===== src/rtl/serial_pkg.sv =====
// Shared types and frame constants for the UART word transmitter.
// Frame length depends on SERIAL_TX_PARITY_EN (even parity bit after data).
package serial_pkg;

   localparam int DATA_BITS = 8;

`ifdef SERIAL_TX_PARITY_EN
   localparam int FRAME_BITS = DATA_BITS + 3;
`else
   localparam int FRAME_BITS = DATA_BITS + 2;
`endif

   typedef enum logic [2:0] {
      S_IDLE,
      S_START,
      S_DATA,
      S_PARITY,
      S_STOP,
      S_DONE
   } state_e;

   function automatic logic [7:0] byte_sel(
      input logic [31:0] w,
      input logic [1:0]  idx
   );
      return w[{idx, 3'b000} +: 8];
   endfunction

endpackage


===== src/rtl/baud_counter.sv =====
// Bit-period timer: counts 0..CLKS_PER_BIT-1 while enabled and wraps.
// tick marks the last cycle of each serial bit.
module baud_counter
   import serial_pkg::*;
#(
   parameter int CLKS_PER_BIT = 434
) (
   input  logic clock,
   input  logic reset_n,
   input  logic enable,
   input  logic clear,
   output logic tick
);

   localparam int CW = (CLKS_PER_BIT > 1) ? $clog2(CLKS_PER_BIT) : 1;
   localparam logic [CW-1:0] LAST = CW'(CLKS_PER_BIT - 1);

   logic [CW-1:0] cnt_q, cnt_d;

   always_comb begin
      cnt_d = cnt_q;
      if (clear) begin
         cnt_d = '0;
      end else if (enable) begin
         cnt_d = (cnt_q == LAST) ? '0 : cnt_q + 1'b1;
      end
   end

   always_ff @(posedge clock or negedge reset_n) begin
      if (!reset_n) begin
         cnt_q <= '0;
      end else begin
         cnt_q <= cnt_d;
      end
   end

   assign tick = enable && (cnt_q == LAST);

endmodule


===== src/rtl/serial_tx_device.sv =====
// Word-to-UART responder: sends BYTES frames LSB-first, then pulses finish.
// Define SERIAL_TX_PARITY_EN to insert an even parity bit in every frame.
module serial_tx_device
   import serial_pkg::*;
#(
   parameter int CLKS_PER_BIT = 434,
   parameter int BYTES        = 4
) (
   input  logic        clock,
   input  logic        reset_n,
   input  logic        start,
   input  logic [31:0] data,
   output logic        finish,
   output logic        busy,
   output logic        tx
);

   localparam int BW = (BYTES > 1) ? $clog2(BYTES) : 1;
   localparam logic [BW-1:0] LAST_BYTE = BW'(BYTES - 1);
   localparam logic [2:0]    LAST_BIT  = 3'(DATA_BITS - 1);

   state_e        state_q, state_d;
   logic [BW-1:0] byte_q, byte_d;
   logic [2:0]    bit_q, bit_d;
   logic [31:0]   word_q, word_d;
   logic [7:0]    shift_q, shift_d;
   logic          tx_q, tx_d;
   logic          busy_q, busy_d;
   logic          fin_q, fin_d;

   logic tick;
   logic accept;
   logic baud_en;

   assign accept  = (state_q == S_IDLE) && start;
   assign baud_en = (state_q == S_START) || (state_q == S_DATA) ||
                    (state_q == S_PARITY) || (state_q == S_STOP);

   baud_counter #(
      .CLKS_PER_BIT(CLKS_PER_BIT)
   ) u_baud (
      .clock  (clock),
      .reset_n(reset_n),
      .enable (baud_en),
      .clear  (accept),
      .tick   (tick)
   );

`ifdef SERIAL_TX_PARITY_EN
   logic par;
   assign par = ^byte_sel(word_q, 2'(byte_q));
`endif

   always_comb begin
      state_d = state_q;
      byte_d  = byte_q;
      bit_d   = bit_q;
      word_d  = word_q;
      shift_d = shift_q;
      unique case (state_q)
         S_IDLE: begin
            if (start) begin
               word_d  = data;
               byte_d  = '0;
               bit_d   = '0;
               shift_d = data[7:0];
               state_d = S_START;
            end
         end
         S_START: begin
            if (tick) begin
               bit_d   = '0;
               state_d = S_DATA;
            end
         end
         S_DATA: begin
            if (tick) begin
               shift_d = {1'b0, shift_q[7:1]};
               if (bit_q == LAST_BIT) begin
`ifdef SERIAL_TX_PARITY_EN
                  state_d = S_PARITY;
`else
                  state_d = S_STOP;
`endif
               end else begin
                  bit_d = bit_q + 3'd1;
               end
            end
         end
         S_PARITY: begin
            if (tick) begin
               state_d = S_STOP;
            end
         end
         S_STOP: begin
            if (tick) begin
               if (byte_q == LAST_BYTE) begin
                  state_d = S_DONE;
               end else begin
                  byte_d  = byte_q + 1'b1;
                  shift_d = byte_sel(word_q, 2'(byte_d));
                  state_d = S_START;
               end
            end
         end
         S_DONE: begin
            state_d = S_IDLE;
         end
         default: begin
            state_d = S_IDLE;
         end
      endcase
   end

   // Outputs are decoded from the next state so they change with it.
   always_comb begin
      tx_d   = 1'b1;
      busy_d = (state_d != S_IDLE);
      fin_d  = (state_d == S_DONE);
      case (state_d)
         S_START:  tx_d = 1'b0;
         S_DATA:   tx_d = shift_d[0];
`ifdef SERIAL_TX_PARITY_EN
         S_PARITY: tx_d = par;
`endif
         default:  tx_d = 1'b1;
      endcase
   end

   always_ff @(posedge clock or negedge reset_n) begin
      if (!reset_n) begin
         state_q <= S_IDLE;
         byte_q  <= '0;
         bit_q   <= '0;
         word_q  <= '0;
         shift_q <= '0;
         tx_q    <= 1'b1;
         busy_q  <= 1'b0;
         fin_q   <= 1'b0;
      end else begin
         state_q <= state_d;
         byte_q  <= byte_d;
         bit_q   <= bit_d;
         word_q  <= word_d;
         shift_q <= shift_d;
         tx_q    <= tx_d;
         busy_q  <= busy_d;
         fin_q   <= fin_d;
      end
   end

   assign tx     = tx_q;
   assign busy   = busy_q;
   assign finish = fin_q;

endmodule


===== config.mk =====
export PLATFORM = sky130hd
export DESIGN_NAME = serial_tx_device
export DESIGN_NICKNAME = d
export VERILOG_FILES = /design/src/rtl/serial_pkg.sv /design/src/rtl/baud_counter.sv /design/src/rtl/serial_tx_device.sv
export SDC_FILE = /design/constraint.sdc
export NUM_CORES = 1
export LEC_CHECK = 0
export BUFFER_PORTS_ARGS = -buffer_cell sky130_fd_sc_hd__buf_4
export CORE_MARGIN = 2
export CORE_UTILIZATION = 40
export DETAILED_ROUTE_END_ITERATION = 10
export GPL_TIMING_DRIVEN = 0
export HOLD_SLACK_MARGIN = 0.06
export PLACE_DENSITY = 0.64
export SETUP_SLACK_MARGIN = 0.3
export SLEW_MARGIN = 20
export SYNTH_ARGS = -nofsm -noshare
export SYNTH_HDL_FRONTEND = slang
export SYNTH_SLANG_ARGS = --single-unit
export TNS_END_PERCENT = 5

===== constraint.sdc =====
create_clock -name clock -period 2.55 [get_ports clock]
set_clock_uncertainty 0.1 [all_clocks]
set_input_delay 0.51 -clock clock [delete_from_list [all_inputs] [get_ports clock]]
set_output_delay 0.51 -clock clock [all_outputs]
set_load 0.05 [all_outputs]

# After elaboration in Yosys (flattened, before gate mapping)
# Cells that the tools add are included.
# W data, S select, Z words.
[op_classes] muxes=26 n_shift=1 eq_ne=16 add_sub_neg=3 n_reduce_logical=15
[ops] op="$mux W3" n=11
[ops] op="$mux W8" n=4
[ops] op="$shiftx A32 B6 Y8" n=1
[ops] op="$mux W9" n=3
[ops] op="$pmux W8 S3" n=1
[ops] op="$pmux W3 S5" n=1
[ops] op="$ne A2 B2 Y1 const B" n=6
[ops] op="$reduce_and A5 Y1" n=2
[ops] op="$add A9 B1 Y9 const B" n=1
[ops] op="$eq A3 B2 Y1 const B" n=3
[ops] op="$eq A3 B3 Y1 const B" n=3
[ops] op="$eq A9 B9 Y1 const B" n=1
[ops] op="$pmux W3 S3" n=1
[ops] op="$reduce_bool A3 Y1" n=3
[ops] op="$eq A3 B1 Y1 const B" n=2
[ops] op="$mux W2" n=3
[ops] op="$pmux W2 S2" n=1
[ops] op="$reduce_and A4 Y1" n=1
[ops] op="$reduce_bool A2 Y1" n=2
[ops] op="$add A3 B1 Y3 const B" n=1
[ops] op="$logic_not A3 Y1" n=1
[ops] op="$logic_or A1 B1 Y1" n=3
[ops] op="$add A2 B1 Y2 const B" n=1
[ops] op="$eq A2 B2 Y1 const B" n=1
[ops] op="3 further kinds" n=4
[word_totals] elab_cells=71 register_bits=60 in_bits=35 out_inout_bits=3

# Logic depth before layout (Yosys ltp)
[depth] ltp_word=9 mapped_depth=8 ltp_nobuf=7

# Modules after synthesis
# From an unflattened synthesis, not the netlist that was laid out.
[unflattened] hier_cells=243 hier_area_um2=3056.7
[by_module_without_submodules] module="serial_tx_device" seq_area_each_um2=1277.5 instances=1 cells_each=191 area_per_inst_um2=2523.7
[by_module_without_submodules] module="baud_counter" seq_area_each_um2=225.2 instances=1 cells_each=52 area_per_inst_um2=533.0

# Worst setup path after synthesis
# OpenSTA, ideal clock, no wires.
[synth_timing] path_type="register to register" from="register byte_q[1]" to="register shift_q[7]" path_stages_with_launch=7 setup_ps=127 path_slack_ps=666 arrival_time_ps=1657 required_ps=2323 n_path_buf=0 period_less_slack_ps=1884 path_cell_list="dfrtp_1 ha_1 or3b_1 a211oi_1 o21bai_1 a222oi_1 inv_1"
[synth_via] elab_chain_len=5 elab_cells_between_ends=8 cone_classes="add/sub (1); eq/ne (2); shift (1); mux (3); reduce/logical (1)"
[synth_lines] item="start: declaration" line_no="serial_tx_device.sv:23" source="logic [BW-1:0] byte_q, byte_d;"
[synth_lines] item="start signal: assignment" line_no="serial_tx_device.sv:142" source="byte_q <= byte_d;"
[synth_lines] item="$add A2 B1 Y2" line_no="serial_tx_device.sv:100" source="byte_d = byte_q + 1'b1;"
[synth_lines] item="$shiftx A32 B6 Y8" line_no="serial_pkg.sv:26" source="return w[{idx, 3'b000} +: 8];"
[synth_lines] item="$mux W8" line_no="serial_tx_device.sv:97" source="if (byte_q == LAST_BYTE) begin"
[synth_lines] item="$mux W8" line_no="serial_tx_device.sv:96" source="if (tick) begin"
[synth_lines] item="$pmux W8 S3" line_no="serial_tx_device.sv:60" source="unique case (state_q)"
[synth_lines] item="end signal: assignment" line_no="serial_tx_device.sv:145" source="shift_q <= shift_d;"
[synth_lines] item="end: declaration" line_no="serial_tx_device.sv:26" source="logic [7:0] shift_q, shift_d;"
# Several ways; a longest one is shown, not always the timed one. The select of a mux whose other input is x is not followed.
# A chain may end at the register's enable or synchronous reset.

# Worst setup path in the final report
# Same ends and word-level chain as after synthesis.

==> reports/results.ini <==
[die]
dieArea_um2 = 8130
die_h_um = 90.2
ioPinCount = 38
core_um2 = 7210
initial_core_util_pct = 41.2
die_x_um = 90.2
row_count = 31

[clock_network]
clockBufferDepth = 2
cts.reportedPaths.clkPinSlew_ns = 0.07
cts_hold_buf = 0
cts_resized = 0
clk_latency_ns = 0.34
post_cts_buffers = 0
root_buffer = clkbuf_8
numClockSinks = 60
htree_levels = 3
cts-buffers-inserted = 9
cts_tree = done

[worst_hold_path]
holdCritPathClass = input port to async pin

[placed_design]
place.gp.congestion = 0.817
dpl_worst_slack_ns = 0.408
dpl_cell_area_um2 = 3370
hpwl_um = 4390
place_inst = 439
numPortBuffers = 37

[critical_path]
slowest_delay_ns = 0.46
reg2reg_depth = 5
required_ns = 2.67
timing.rr.start = byte_q[1]
path_class = flop to flop
critPathArrivalTime_ns = 2.26
rrSetupSlack_ns = 0.41
critical_path.slowest_cell = clkbuf_1
startpoint_type = flop
cp_cell_sequence = ha_1, clkbuf_1, mux4_2, a222oi_1, inv_1
r2r_end = shift_q[7]
path_max_fanout = 9
end_kind = flop

[layout]
final_cells = 455
fin_nets = 391
antenna_cells = 0
finalInstanceArea_um2 = 3600
multi_input_area_um2 = 1370
drive_above_1_share_pct = 24.2
final_util_pct = 49.9
area_growth_pct = 21.1
seqCellArea_um2 = 1500
fillers = 702

[synth]
synthCells = 303
synth-xor-area-share_pct = 0.295
synth_cell_types = 56
synthAdderAreaFrac_pct = 2.11
yosys_warnings = 0
yosys_most_used_dff = dfrtp_1
ys_seq_area_share_pct = 50.6
synthSimpleGateAreaFrac_pct = 24.3
synth_edf_count = 0
synth.avg_cell_area_um2 = 9.80
synth_top_family_by_area = simple AND/OR/NAND/NOR gates
synth_fp_nets = 343
ys_async_sr_fraction_pct = 100
ys_seq_elements = 60
syn_area_um2 = 2970
synth.area.mux_share_pct = 7.25
synth_compound_area_share_pct = 11.9

[drt]
first_pass_iters = 5
drcViolationCount = 0
totalWireLength_um = 6600
postRouteAntennaNets = 0
via_per_inst = 5.09
drtIter0Drc = 79
wire_per_inst_um = 14.5
routed-via-count = 2315

[timing]
holdWs_ns = 0.134
setup_slack_ns = 0.409
relSlewSlack_pct = 49.0
final.period_utilization_pct = 84.0
slew_viol_final = 0
grt_setup_unrepaired = no
hold_viol = 0
tightest_slew_ns = 0.765
setup_viol = 0
fmax_mhz = 467
fin_setup_tns_ns = 0
finalCriticalPeriod_ns = 2.14

[status]
status = completed

[grt]
grt_overflow = 0
antenna_found_initial = 0
grt_max_degree = 61
grt_pass1_vias = 2382
grtUsageTotal_pct = 17.8
grt_pass1_wl_um = 11400

[flow_run]
drv_cap = 0

[pwr]
p_per_area_nw_per_um2 = 565
total_power_mw = 2.03
irDropWorstVdd_mv = 0.280
p_leak_nw = 1.77

worst max path at each step:
stage / slack [ns] / endpoint / start
after global placement: 0.44 / shift_q[7] / byte_q[1]
after floorplan: 0.67 / shift_q[7] / byte_q[1]
final: 0.41 / shift_q[7] / byte_q[1]
after global routing: 0.30 / shift_q[7] / byte_q[1]
after CTS: 0.40 / shift_q[7] / byte_q[1]
after detailed placement: 0.41 / shift_q[7] / byte_q[1]
per-layer routing:
layer | vias to the layer above | global-route usage (%) | share of wire, %
met5 | - | 0 | 0
met1 | 1118 | 23.8 | 48
met2 | 44 | 28.4 | 46
met3 | 11 | 2.93 | 3.7
met4 | 0 | 8.33 | 2.1
li1 | 1142 | - | -
layout make-up:
class                   instances  share of cell area [%]
clock buffers                  13                    4.97
repair buffers                 37                    7.72
well taps                      99                    3.44
plain buffers                  14                    2.12
multi-input cells             221                    37.9
flip-flops and latches         60                    41.8
inverters                       8                   0.835
clock inverters                 3                    1.18
layout by cell type (no fill, tap or decap), types with 3 or more instances in the layout:
master,n
ha_1,5
clkbuf_8,13
inv_1,8
nor2b_1,4
nand3_1,8
buf_2,7
a22oi_1,7
nand2_1,114
a21oi_1,6
nor3_1,3
buf_4,37
nor2_1,8
mux4_2,8
o21ai_0,11
dfrtp_1,59
clkbuf_1,5
logic make-up after synthesis:
family,count (synthesis)
flops,60
fa+ha+maj,5
buf+inv,22
mux,11
simple gates,155
compound gates,49
xor+xnor,1
cells in the mapped netlist, drive strengths merged (2+ instances only):
cell | count | share of area [%]
dfrtp | 59 | 50
nor2b | 4 | 0.84
mux4 | 8 | 6.1
nor3 | 4 | 1.1
a22oi | 7 | 1.8
buf | 9 | 1.9
o21ai | 14 | 2.5
nand3 | 8 | 1.3
o211ai | 2 | 0.67
nand4 | 2 | 0.42
a21oi | 6 | 1.0
ha | 5 | 2.1
o2bb2ai | 2 | 0.59
mux2i | 2 | 0.67
nand2 | 114 | 14
or2 | 3 | 0.72
o31ai | 2 | 0.51
nor2 | 9 | 1.2
nor4 | 2 | 0.84
inv | 8 | 1.0
clkbuf | 5 | 0.63
nand2b | 2 | 0.42
power by group:
part	internal, mW	switching, mW	leakage [nW]	total, mW
clock network	0.557	0.387	0.112	0.944
registers	0.978	0.0136	0.737	0.992
logic	0.0540	0.0423	0.922	0.0962
sequential cells by signal (all words and copies together) (netlist names):
| signal | flops |
|---|---|
| word_q | 32 |
| u_baud.cnt_q | 9 |
| shift_q | 8 |
| bit_q | 3 |
| state_q | 3 |
| byte_q | 2 |
| busy | 1 |
| finish | 1 |
| tx | 1 |
worst max-delay path, delay by kind of cell (launching register included):
kind	cells	cell delay [ns]
buffers and inverters	2	0.53
DFF	1	0.40
muxes	1	0.39
AOI/OAI and AO/OA	1	0.32
adders and majority gates	1	0.28
(Power assumes the default switching activity.)
